$ cat src/rtl/sample_serializer.sv
// sample_serializer: captures a 9-sample parallel frame in one cycle and
// replays it as a serial valid/ready stream, one sample per accepted beat.
//
// state | meaning
// ------+-----------------------------------------------
// IDLE  | no frame held, ready to capture a new frame
// SEND  | frame held in the buffer, emitting beats 0..8
module sample_serializer #(
    parameter int DATA_W       = 4,
    parameter bit OLDEST_FIRST = 1'b1
) (
    input  logic              clk,
    input  logic              reset,
    input  logic [DATA_W-1:0] samples_0,
    input  logic [DATA_W-1:0] samples_1,
    input  logic [DATA_W-1:0] samples_2,
    input  logic [DATA_W-1:0] samples_3,
    input  logic [DATA_W-1:0] samples_4,
    input  logic [DATA_W-1:0] samples_5,
    input  logic [DATA_W-1:0] samples_6,
    input  logic [DATA_W-1:0] samples_7,
    input  logic [DATA_W-1:0] samples_8,
    input  logic              load_valid,
    output logic              load_ready,
    output logic [DATA_W-1:0] Data_out,
    output logic              out_valid,
    input  logic              out_ready,
    output logic              out_last,
    output logic [3:0]        out_index,
    output logic              busy,
    output logic [7:0]        frame_count
);

    typedef enum logic {
        IDLE = 1'b0,
        SEND = 1'b1
    } state_t;

    // Buffer slot that is emitted first / how the slot pointer moves per beat.
    localparam logic [3:0] FIRST_POS = OLDEST_FIRST ? 4'd8 : 4'd0;

    state_t            state_q, state_d;
    logic [DATA_W-1:0] buf_q [9];
    logic [DATA_W-1:0] buf_d [9];
    logic [3:0]        idx_q, idx_d;
    logic [3:0]        pos_q, pos_d;
    logic [7:0]        fc_q, fc_d;
    logic [DATA_W-1:0] data_mux;

    logic beat;
    logic last_beat;
    logic load;

    // Handshake decode: a beat completes on out_valid && out_ready, and a new
    // frame may be taken in IDLE or on the final beat of the current frame.
    always_comb begin
        beat       = (state_q == SEND) && out_ready;
        last_beat  = beat && (idx_q == 4'd8);
        load_ready = (state_q == IDLE) || last_beat;
        load       = load_valid && load_ready;
    end

    // Next-state, buffer capture, beat pointer and frame counter update.
    always_comb begin
        state_d = state_q;
        buf_d   = buf_q;
        idx_d   = idx_q;
        pos_d   = pos_q;
        fc_d    = fc_q;

        if (last_beat) begin
            fc_d = fc_q + 8'd1;
        end

        if (load) begin
            state_d  = SEND;
            buf_d[0] = samples_0;
            buf_d[1] = samples_1;
            buf_d[2] = samples_2;
            buf_d[3] = samples_3;
            buf_d[4] = samples_4;
            buf_d[5] = samples_5;
            buf_d[6] = samples_6;
            buf_d[7] = samples_7;
            buf_d[8] = samples_8;
            idx_d    = 4'd0;
            pos_d    = FIRST_POS;
        end else if (last_beat) begin
            // Slot pointer is left alone so Data_out keeps the final sample.
            state_d = IDLE;
            idx_d   = 4'd0;
        end else if (beat) begin
            idx_d = idx_q + 4'd1;
            pos_d = OLDEST_FIRST ? (pos_q - 4'd1) : (pos_q + 4'd1);
        end
    end

    // State, buffer and counter registers; reset discards any held frame.
    always_ff @(posedge clk or negedge reset) begin
        if (!reset) begin
            state_q <= IDLE;
            for (int i = 0; i < 9; i++) begin
                buf_q[i] <= '0;
            end
            idx_q <= 4'd0;
            pos_q <= 4'd0;
            fc_q  <= 8'd0;
        end else begin
            state_q <= state_d;
            for (int i = 0; i < 9; i++) begin
                buf_q[i] <= buf_d[i];
            end
            idx_q <= idx_d;
            pos_q <= pos_d;
            fc_q  <= fc_d;
        end
    end

    // Output sample comes only from the registered buffer, never from samples_*.
    always_comb begin
        case (pos_q)
            4'd0:    data_mux = buf_q[0];
            4'd1:    data_mux = buf_q[1];
            4'd2:    data_mux = buf_q[2];
            4'd3:    data_mux = buf_q[3];
            4'd4:    data_mux = buf_q[4];
            4'd5:    data_mux = buf_q[5];
            4'd6:    data_mux = buf_q[6];
            4'd7:    data_mux = buf_q[7];
            4'd8:    data_mux = buf_q[8];
            default: data_mux = buf_q[0];
        endcase
    end

    // Status outputs derived from the registered state.
    always_comb begin
        Data_out    = data_mux;
        busy        = (state_q == SEND);
        out_valid   = busy;
        out_index   = idx_q;
        out_last    = out_valid && (idx_q == 4'd8);
        frame_count = fc_q;
    end

endmodule
$ cat config.mk
export PLATFORM = sky130hd
export DESIGN_NAME = sample_serializer
export DESIGN_NICKNAME = d
export VERILOG_FILES = /design/src/rtl/sample_serializer.sv
export SDC_FILE = /design/constraint.sdc
export NUM_CORES = 1
export LEC_CHECK = 0
export BUFFER_PORTS_ARGS = -buffer_cell sky130_fd_sc_hd__buf_2
export CAP_MARGIN = 0
export CORE_MARGIN = 2
export CORE_UTILIZATION = 56
export DETAILED_ROUTE_END_ITERATION = 10
export PLACE_DENSITY = 0.92
export SETUP_SLACK_MARGIN = 0.05
export SLEW_MARGIN = 20
export SYNTH_ARGS = -nofsm -noshare
export SYNTH_HDL_FRONTEND = slang
export SYNTH_SLANG_ARGS = --single-unit
export TNS_END_PERCENT = 1
$ cat constraint.sdc
create_clock -name clk -period 4.4 [get_ports clk]
set_clock_uncertainty 0.05 [all_clocks]
set_input_delay 0.88 -clock clk [delete_from_list [all_inputs] [get_ports clk]]
set_output_delay 0.88 -clock clk [all_outputs]
set_load 0.01 [all_outputs]
==> results of run 1 <==
[report_power, final]
group          internal (mW)  switching, mW  total, mW  leakage, nW
logic                  0.460          0.368      0.828        0.793
clock network          0.229          0.165      0.394       0.0687
registers              0.694          0.202      0.896        0.656
[through the flow]
stage               instances  hold WS, ns  power (mW)
floorplan                 220        0.424        1.48
global placement          331        0.409        1.68
detailed placement        331        0.421        1.72
CTS                       339        0.434        2.13
global route              339        0.477        2.25
finish                    339        0.427        2.12
[kinds of logic (layout without fill, tap and decap cells)]
logic type / count (synthesis) / in the layout / synth area share, %
XOR/XNOR: 9 / 9 / 2.88
AND/OR/NAND/NOR: 46 / 46 / 9.32
multiplexers: 38 / 38 / 19.7
buffers and inverters: 22 / 74 / 5.66
adder cells (fa/ha/maj): 7 / 7 / 3.20
AO/OA/AOI/OAI: 45 / 45 / 10.8
flip-flops: 53 / 53 / 48.4
[registers in the layout, summed over array words and instances, names as in the netlist]
name / count
buf_q: 36
out_index: 4
frame_count: 8
pos_q: 4
busy: 1
[worst max-delay path, delay by kind of cell, from the launching register on]
kind,cells,cell delay [ns]
compound gates,2,0.52
flops,1,0.43
simple gates,2,0.35
fa+ha+maj,1,0.34
buf+inv,2,0.27
[path summary, 6_finish.rpt]
kind	from	end	slack, ns
setup / recovery	pos_q[0]	Data_out[2]	1.24
hold / removal	frame_count[7]	frame_count[7]	0.43
setup reg to reg	out_index[0]	buf_q[26]	2.18
hold reg to reg	frame_count[7]	frame_count[7]	0.43
max in group asynchronous	reset	pos_q[3]	3.31
min in group asynchronous	reset	buf_q[16]	0.54
[layer usage]
metal / vias up / part of all wire (%)
li1: 894 / -
met1: 940 / 44
met2: 78 / 49
met3: 13 / 5.4
met4: 0 / 1.7
met5: - / 0
[final cells by class]
class / instances / area, sq um
multi-input cells: 145 / 1260
clock inverters: 3 / 68.8
inverters: 7 / 26.3
flip-flops and latches: 53 / 1330
fillers: 368 / 1590
well taps: 67 / 83.8
clock buffers: 5 / 68.8
repair buffers: 59 / 298
[Yosys cell counts, types with 4 or more instances]
cell	instances	share of area (%)
mux2_2	7	2.9
ha_1	7	3.2
o21ai_0	10	1.8
buf_12	4	2.9
a22oi_1	6	1.6
inv_1	7	0.96
nor3_1	5	0.91
nand3_1	4	0.73
clkbuf_1	9	1.2
xnor2_1	6	1.9
mux2_4	30	16
nand2_1	13	1.8
nor2_1	5	0.69
nand4_1	6	1.4
dfrtp_1	53	48
a21oi_1	14	2.6
==> results by group, run 1 <==
Setup path
  – WP data required: 3.47 ns
  – Critical path peak fanout: 9
  – R2R depth: 6
  – Max stage delay cell, worst path: dfrtp_1
  – Worst Path Arrival: 2.23 ns
  – CP Launch Type: flip-flop
  – Max incr delay on CP: 0.43 ns
  – CP Capture Type: output pin
  – CP cell instances: inv_1, ha_1, nor3_1, a2bb2oi_1, nor4_1, a21oi_1, buf_2
  – Crit Path Category: flip-flop to output pin

Timing
  – Worst-margin pin slew: 0.657 ns
  – Final Setup Violations: 0
  – Final WS setup: 1.24 ns
  – Tmin final: 3.16 ns
  – Number of max-slew violations in the final report: 0
  – Final hold viol count: 0
  – Setup TNS: 0 ns
  – Part of the cycle the worst path needs: 71.9%
  – Worst rel slew slack: 56.2%
  – Max Fclk: 316 MHz
  – RSZ-0062 raised after global routing: no

Layout
  – Fin util: 66.3%
  – Area grow syn2layout: 14.3%
  – Fin area: 0.00313 sq mm
  – Commonest non-fill, non-tap cell in the layout: buf_2
  – Ant diodes: 0
  – Nets: 318
  – Most frequent cells in the layout: buf_2 (58), dfrtp_1 (53), mux2_4 (30)
  – Share of cells above drive strength 1: 39.7%

Drt
  – Post-route ant nets: 0
  – DR WL/cell: 16.4 um
  – Total wire length: 5.56 mm
  – Via density: 5.68
  – DR iter-0 viols: 268
  – Vias: 1925
  – DRC viols: 0
  – DRT Pass-1 Iters: 4

Global routing
  – Total GRT Usage: 21.4%
  – Gr ovfl total: 0
  – Largest net degree at the start of global routing: 54
  – Vias in the first global route: 1892
  – GRT Max-Usage Layer: met2
  – Routing usage on met1: 28.6%
  – Met3 GRT Util: 4.20%
  – Initial antenna violation count: 0
  – First-pass GRT wire length: 8.87 mm
  – Met2 usage: 35.6%

Synth
  – EDFF count, synth: 0
  – Syn_nets: 267
  – YS warnings: 0
  – Mapped Cells: 220
  – Asr flop ratio synth: 100%
  – Ys flop type: dfrtp_1
  – Synthesized area: 0.00274 sq mm
  – Post-synthesis cell type count: 39
  – Seq/Total Area, Yosys: 48.4%
  – Synth Area per Inst: 12.4 sq um
  – #FFs+latches synth: 53

Clocking
  – Inserted Clock Buffers: 5
  – Setup Buffers After CTS: 0
  – Gates resized, CTS repair: 0
  – CTS clock-pin slew for the worst setup and hold paths: 0.09 ns
  – Clock buffer depth: 2
  – CTS Root Cell: clkbuf_8
  – CTS Sinks: 53
  – CTS tree: built
  – Clk_lat worst skew: 0.31 ns
  – Max H-tree Level: 2
  – CTS Hold Bufs: 0

Floorplan
  – Die X: 73.9 um
  – Die Y: 73.9 um
  – Starting density of the core: 58.0%
  – Ports: 60
  – Core area: 0.00472 sq mm
  – Site Rows: 25
  – Die area: 0.00547 sq mm

Place
  – RD Place Congestion: 0.786
  – Number of I/O port buffers: 59
  – Placed instance area: 0.00299 sq mm
  – Dpl ws: 1.59 ns
  – Hpwl dp: 3.77 mm

Hold path
  – Hold Crit Depth: 1
  – Hold Path Class: flip-flop to flip-flop

Pwr
  – LEAKAGE: 1.52 nW
  – Max rail drop VDD: 0.289 mV
  – Pwr/cell area: 677 mW/mm^2

Status
  – Status: finished clean

Job
  – MaxCap Viol Count: 0
Power figures use the tool's default switching activity.
==> run 2, diff against run 1 <==
--- a/config.mk
+++ b/config.mk
@@ -8,9 +8,9 @@
 export BUFFER_PORTS_ARGS = -buffer_cell sky130_fd_sc_hd__buf_2
 export CAP_MARGIN = 0
 export CORE_MARGIN = 2
-export CORE_UTILIZATION = 56
+export CORE_UTILIZATION = 49
 export DETAILED_ROUTE_END_ITERATION = 10
-export PLACE_DENSITY = 0.92
+export PLACE_DENSITY = 0.86
 export SETUP_SLACK_MARGIN = 0.05
 export SLEW_MARGIN = 20
 export SYNTH_ARGS = -nofsm -noshare
==> constraint.sdc (replaced) <==
create_clock -name clk -period 2.9 [get_ports clk]
set_clock_uncertainty 0.05 [all_clocks]
set_input_delay 0.58 -clock clk [delete_from_list [all_inputs] [get_ports clk]]
set_output_delay 0.58 -clock clk [all_outputs]
set_load 0.01 [all_outputs]
==> results by group, run 2 (same netlist as run 1, synthesis figures left out) <==
Clocking
  – CTS tree: built (unchanged)
  – CTS Sinks: 53 (unchanged)
  – CTS Root Cell: clkbuf_8 (unchanged)
  – Clock buffer depth: 2 (unchanged)
  – Max H-tree Level: 2 (unchanged)
  – Setup Buffers After CTS: 0 (unchanged)
  – CTS clock-pin slew for the worst setup and hold paths: 0.09 ns (about the same)
  – Clk_lat worst skew: 0.30 ns (was 0.31 ns)
  – CTS Hold Bufs: 0 (unchanged)
  – Inserted Clock Buffers: 5 (unchanged)

Timing
  – Final Setup Violations: 0 (unchanged)
  – Worst rel slew slack: 36.4% (was 56.2%)
  – Number of max-slew violations in the final report: 0 (unchanged)
  – Worst-margin pin slew: 0.954 ns (was 0.657 ns)
  – Final hold viol count: 0 (unchanged)
  – RSZ-0062 raised after global routing: yes (was no)
  – Final WS setup: 0.230 ns (was 1.24 ns)
  – Max Fclk: 375 MHz
  – Part of the cycle the worst path needs: 92.1%
  – Tmin final: 2.67 ns
  – Setup TNS: 0 ns (unchanged)
  – Final Hold Slack: 0.366 ns (was 0.427 ns)

Job
  – MaxCap Viol Count: 0 (unchanged)

Floorplan
  – Core area: 0.00544 sq mm (was 0.00472 sq mm)
  – Die X: 78.8 um (was 73.9 um)
  – Site Rows: 27 (was 25)
  – Ports: 60 (unchanged)
  – Die Y: 78.8 um (was 73.9 um)
  – Die area: 0.00620 sq mm (was 0.00547 sq mm)
  – Starting density of the core: 50.4% (was 58.0%)

Drt
  – DRT Pass-1 Iters: 4 (unchanged)
  – Met2 wire len: 2.53 mm (was 2.70 mm)
  – Vias: 1926 (was 1925)
  – Post-route ant nets: 0 (unchanged)
  – Met3 wire length: 306 um (was 298 um)
  – DR WL/cell: 15.9 um (was 16.4 um)
  – Top sig layer: met4 (unchanged)
  – Met1 wire length: 2.58 mm (was 2.47 mm)
  – Total wire length: 5.47 mm (was 5.56 mm)
  – Via density: 5.60 (was 5.68)
  – DR iter-0 viols: 162 (was 268)
  – DRC viols: 0 (unchanged)

Place
  – Hpwl dp: 3.88 mm (was 3.77 mm)
  – Dpl cells: 337 (was 331)
  – Number of I/O port buffers: 59 (unchanged)
  – RD Place Congestion: 0.793 (was 0.786)
  – Dpl ws: 0.406 ns (was 1.59 ns)
  – Placed instance area: 0.00300 sq mm (was 0.00299 sq mm)

Layout
  – Fin area: 0.00311 sq mm (was 0.00313 sq mm)
  – Most frequent cells in the layout: buf_2 (59), dfrtp_1 (53), mux2_4 (30) (was buf_2 (58), dfrtp_1 (53), mux2_4 (30))
  – Commonest non-fill, non-tap cell in the layout: buf_2 (unchanged)
  – Reg with most FFs: buf_q (unchanged)
  – Cell Count, Final, Fillers Out: 344 (was 339)
  – Fin util: 57.1% (was 66.3%)
  – Area grow syn2layout: 13.4% (was 14.3%)
  – Share of cells above drive strength 1: 41.2% (was 39.7%)
  – Max FFs per register: 36 (unchanged)
  – Nets: 319 (was 318)
  – Ant diodes: 0 (unchanged)

Setup path
  – CP Launch Type: flip-flop (unchanged)
  – Worst Path Arrival: 2.04 ns (was 2.23 ns)
  – CP Capture Type: output pin (unchanged)
  – Crit Path Category: flip-flop to output pin (unchanged)
  – Critical path peak fanout: 9 (unchanged)
  – WP data required: 2.27 ns (was 3.47 ns)

Pwr
  – Sequential share of power: 44.6% (was 42.3%)
  – LEAKAGE: 1.49 nW (was 1.52 nW)
  – Internal power: 1.96 mW (was 1.38 mW)
  – Max rail drop VDD: 0.518 mV (was 0.289 mV)
  – Pwr/cell area: 983 mW/mm^2 (was 677 mW/mm^2)
  – Power, Total: 3.05 mW (was 2.12 mW)
  – Sw Share: 35.8% (was 34.7%)
  – Clock group share of total power: 13.8% (was 18.6%)
  – Switch Pwr: 1.09 mW (was 0.735 mW)
  – Gate power share: 41.5% (was 39.1%)

Global routing
  – Total GRT Usage: 19.0% (was 21.4%)
  – Gr ovfl total: 0 (unchanged)
  – First-pass GRT wire length: 9.33 mm (was 8.87 mm)
  – Largest net degree at the start of global routing: 43 (was 54)
  – Vias in the first global route: 1900 (was 1892)
  – Initial antenna violation count: 0 (unchanged)

Hold path
  – Hold Path Class: primary input to asynchronous set/reset pin (was flip-flop to flip-flop)

Status
  – Status: finished clean (unchanged)
-- run 2: cell count changes in the layout (fill, tap and decap cells not counted) --
cell        previous run  this run
clkbuf_8               5         6
a2bb2oi_2              0         1
inv_6                  1         0
ha_1                   7         4
clkinvlp_4             0         1
buf_2                 58        59
a2bb2oi_1              1         0
ha_2                   0         3
bufinv_16              2         0
-- run 2: repair_timing --
action,4_1_cts,5_1_grt
setup endpoints to repair,1,4
hold endpoints to repair,0,0
gates resized for setup,1,3
pin swaps,0,0
-- run 2: per-layer routing --
metal | vias up | track usage [%]
met5 | - | 0
met1 | 973 | 27.8
li1 | 890 | -
met4 | 0 | 4.21
met2 | 58 | 29.5
met3 | 5 | 3.75
-- run 2: final cells by class --
type                            instances  area, sq um
Clock inverter                          1         7.51
Timing Repair Buffer                   60          303
Multi-Input combinational cell        145         1270
Fill cell                             454         2330
Clock buffer                            6         82.6
Inverter                                7         26.3
Tap cell                               72         90.1
Sequential cell                        53         1330
-- run 2: worst paths after layout --
| check | end | slack [ns] | cells after the start | from |
|---|---|---|---|---|
| setup / recovery | Data_out[2] | 0.23 | 7 | pos_q[0] |
| hold / removal | frame_count[5] | 0.37 | 1 | reset |
| setup reg to reg | buf_q[29] | 0.64 | 6 | out_index[0] |
| hold reg to reg | frame_count[7] | 0.42 | 1 | frame_count[7] |
| max in group asynchronous | buf_q[12] | 1.71 | 2 | reset |
| min in group clk | frame_count[7] | 0.42 | 1 | frame_count[7] |
-- run 2: critical path: stages (launching register included) --
cell and delay, ns:
dfrtp_1 0.43, inv_1 0.11, ha_2 0.26, nor3_1 0.28, a2bb2oi_2 0.25, nor4_1 0.10
a21oi_1 0.16, buf_2 0.15
-- run 2: power by group through the flow --
stage / clock network, mW / registers (mW) / logic [mW]
6_report: 0.422 / 1.36 / 1.27
5_1_grt: 0.462 / 1.41 / 1.41
4_1_cts: 0.432 / 1.36 / 1.27
3_5_place_dp: 0 / 1.37 / 1.24
3_3_place_gp: 0 / 1.35 / 1.20
2_1_floorplan: 0 / 1.26 / 0.995
==> run 3, diff against run 2 <==
--- a/config.mk
+++ b/config.mk
@@ -10,6 +10,7 @@
 export CORE_MARGIN = 2
 export CORE_UTILIZATION = 49
 export DETAILED_ROUTE_END_ITERATION = 10
+export GPL_TIMING_DRIVEN = 0
 export PLACE_DENSITY = 0.86
 export SETUP_SLACK_MARGIN = 0.05
 export SLEW_MARGIN = 20
==> results by group, run 3 (same netlist as run 1, synthesis figures left out) <==
Status
  – Status: finished clean (unchanged)

Place
  – Number of I/O port buffers: 59 (unchanged)
  – Hpwl dp: 4.12 mm (was 3.88 mm)
  – Placed instance area: 0.00313 sq mm (was 0.00300 sq mm)
  – RD Place Congestion: 0.822 (was 0.793)

Global routing
  – Total GRT Usage: 19.9% (was 19.0%)
  – Gr ovfl total: 0 (unchanged)
  – Largest net degree at the start of global routing: 54 (was 43)
  – Initial antenna violation count: 0 (unchanged)
  – Vias in the first global route: 2007 (was 1900)
  – First-pass GRT wire length: 9.74 mm (was 9.33 mm)

Job
  – MaxCap Viol Count: 0 (unchanged)

Floorplan
  – Core area: 0.00544 sq mm (unchanged)
  – Die Y: 78.8 um (unchanged)
  – Ports: 60 (unchanged)
  – Site Rows: 27 (unchanged)
  – Die area: 0.00620 sq mm (unchanged)
  – Starting density of the core: 50.4% (unchanged)
  – Die X: 78.8 um (unchanged)

Setup path
  – Buf/Inv on CP: 2 (unchanged)
  – WP data required: 2.27 ns (about the same)
  – R2R depth: 8 (was 6)
  – CP Launch Type: flip-flop (unchanged)
  – CP cell instances: inv_1, ha_2, a22oi_1, a311oi_2, nor4_1, a21oi_1, buf_2 (was inv_1, ha_2, nor3_1, a2bb2oi_2, nor4_1, a21oi_1, buf_2)
  – Crit path capture: Data_out[2] (unchanged)
  – Max incr delay on CP: 0.45 ns (was 0.43 ns)
  – Delay-heaviest family, CP: compound AO/OA/AOI/OAI gates (was flip-flops)
  – Cell depth of the worst setup path: 7 (unchanged)
  – Worst setup path startpoint: pos_q[0] (unchanged)
  – Critical path peak fanout: 9 (unchanged)
  – Crit Path Category: flip-flop to output pin (unchanged)
  – Worst r2r src: out_index[0] (unchanged)
  – Crit Reg-Reg Endpoint: buf_q[4] (was buf_q[29])
  – Worst Path Arrival: 2.09 ns (was 2.04 ns)
  – CP Capture Type: output pin (unchanged)
  – Max stage delay cell, worst path: dfrtp_1 (unchanged)
  – R2R Setup Slk: 0.89 ns (was 0.64 ns)

Drt
  – DRC viols: 0 (unchanged)
  – DRT Pass-1 Iters: 4 (unchanged)
  – Total wire length: 5.82 mm (was 5.47 mm)
  – Post-route ant nets: 0 (unchanged)
  – DR iter-0 viols: 139 (was 162)
  – Via density: 5.57 (was 5.60)
  – DR WL/cell: 16.4 um (was 15.9 um)
  – Vias: 1978 (was 1926)

Layout
  – Reg with most FFs: buf_q (unchanged)
  – Share of cells above drive strength 1: 42.0% (was 41.2%)
  – Ant diodes: 0 (unchanged)
  – Most frequent cells in the layout: buf_2 (58), dfrtp_1 (53), mux2_4 (30) (was buf_2 (59), dfrtp_1 (53), mux2_4 (30))
  – Max FFs per register: 36 (unchanged)
  – Nets: 329 (was 319)
  – Commonest non-fill, non-tap cell in the layout: buf_2 (unchanged)
  – Area grow syn2layout: 17.9% (was 13.4%)
  – Fin area: 0.00323 sq mm (was 0.00311 sq mm)

Timing
  – Setup TNS: 0 ns (unchanged)
  – Worst-margin pin slew: 0.655 ns (was 0.954 ns)
  – Tmin final: 2.72 ns (was 2.67 ns)
  – Final Hold Slack: 0.240 ns (was 0.366 ns)
  – Final Setup Violations: 0 (unchanged)
  – Max Fclk: 368 MHz (was 375 MHz)
  – Worst rel slew slack: 56.4% (was 36.4%)
  – Final hold viol count: 0 (unchanged)
  – RSZ-0062 raised after global routing: no (was yes)
  – Part of the cycle the worst path needs: 93.8% (was 92.1%)
  – Number of max-slew violations in the final report: 0 (unchanged)

Clocking
  – Max H-tree Level: 2 (unchanged)
  – Inserted Clock Buffers: 5 (unchanged)
  – Clock buffer depth: 2 (unchanged)
  – CTS clock-pin slew for the worst setup and hold paths: 0.10 ns (was 0.09 ns)
  – Clk_lat worst skew: 0.30 ns (about the same)
  – CTS Root Cell: clkbuf_8 (unchanged)
  – CTS Sinks: 53 (unchanged)
  – CTS tree: built (unchanged)
  – Setup Buffers After CTS: 0 (unchanged)

Pwr
  – Pwr/cell area: 968 mW/mm^2 (was 983 mW/mm^2)
  – LEAKAGE: 1.54 nW (was 1.49 nW)
  – Max rail drop VDD: 0.569 mV (was 0.518 mV)

Hold path
  – Hold Path Class: primary input to asynchronous set/reset pin (unchanged)
## run 3: per-layer routing
metal / GRT usage [%] / vias to the layer above / routed length (um)
met5: 0 / - / 0
met4: 4.74 / 0 / 65
met3: 3.64 / 7 / 356
met2: 31.6 / 67 / 2780
met1: 28.5 / 987 / 2610
li1: - / 917 / -
## run 3: how the worst min path moves through the flow
stage / end / cells past startpoint / slack (ns) / startpoint
3_5_place_dp: frame_count[7] / 1 / 0.42 / frame_count[7]
5_1_grt: pos_q[0] / 1 / 0.30 / reset
3_3_place_gp: frame_count[7] / 1 / 0.41 / frame_count[7]
4_1_cts: frame_count[0] / 1 / 0.28 / reset
2_1_floorplan: buf_q[0] / 0 / 0.23 / reset
6_report: frame_count[0] / 1 / 0.24 / reset
## run 3: what timing repair did
item / 4_1_cts / 5_1_grt
hold buffers: 0 / 0
setup endpoints to repair: 4 / 4
gates resized for setup: 0 / 5
## run 3: final cells by class
class	count	area, sq um
fillers	473	2210
flip-flops and latches	53	1330
multi-input cells	145	1280
repair buffers	59	298
plain buffers	11	114
well taps	72	90.1
clock buffers	6	82.6
inverters	7	26.3
clock inverters	2	13.8
## run 3: through the flow
step	std cells	worst slack (ns)	utilization, %	total power, mW
final	355	0.181	59.4	3.12
after global routing	355	0.0609	59.4	3.35
after CTS	356	0.0233	59.1	3.10
after detailed placement	351	0.237	57.5	2.65
after global placement	351	0.266	57.4	2.60
after floorplan	220	0.629	-	2.25
## run 3: where the power goes
group	switching [mW]	internal [mW]
Combinational	0.639	0.751
Clock	0.242	0.194
Sequential	0.245	1.05
Total	1.13	2.00
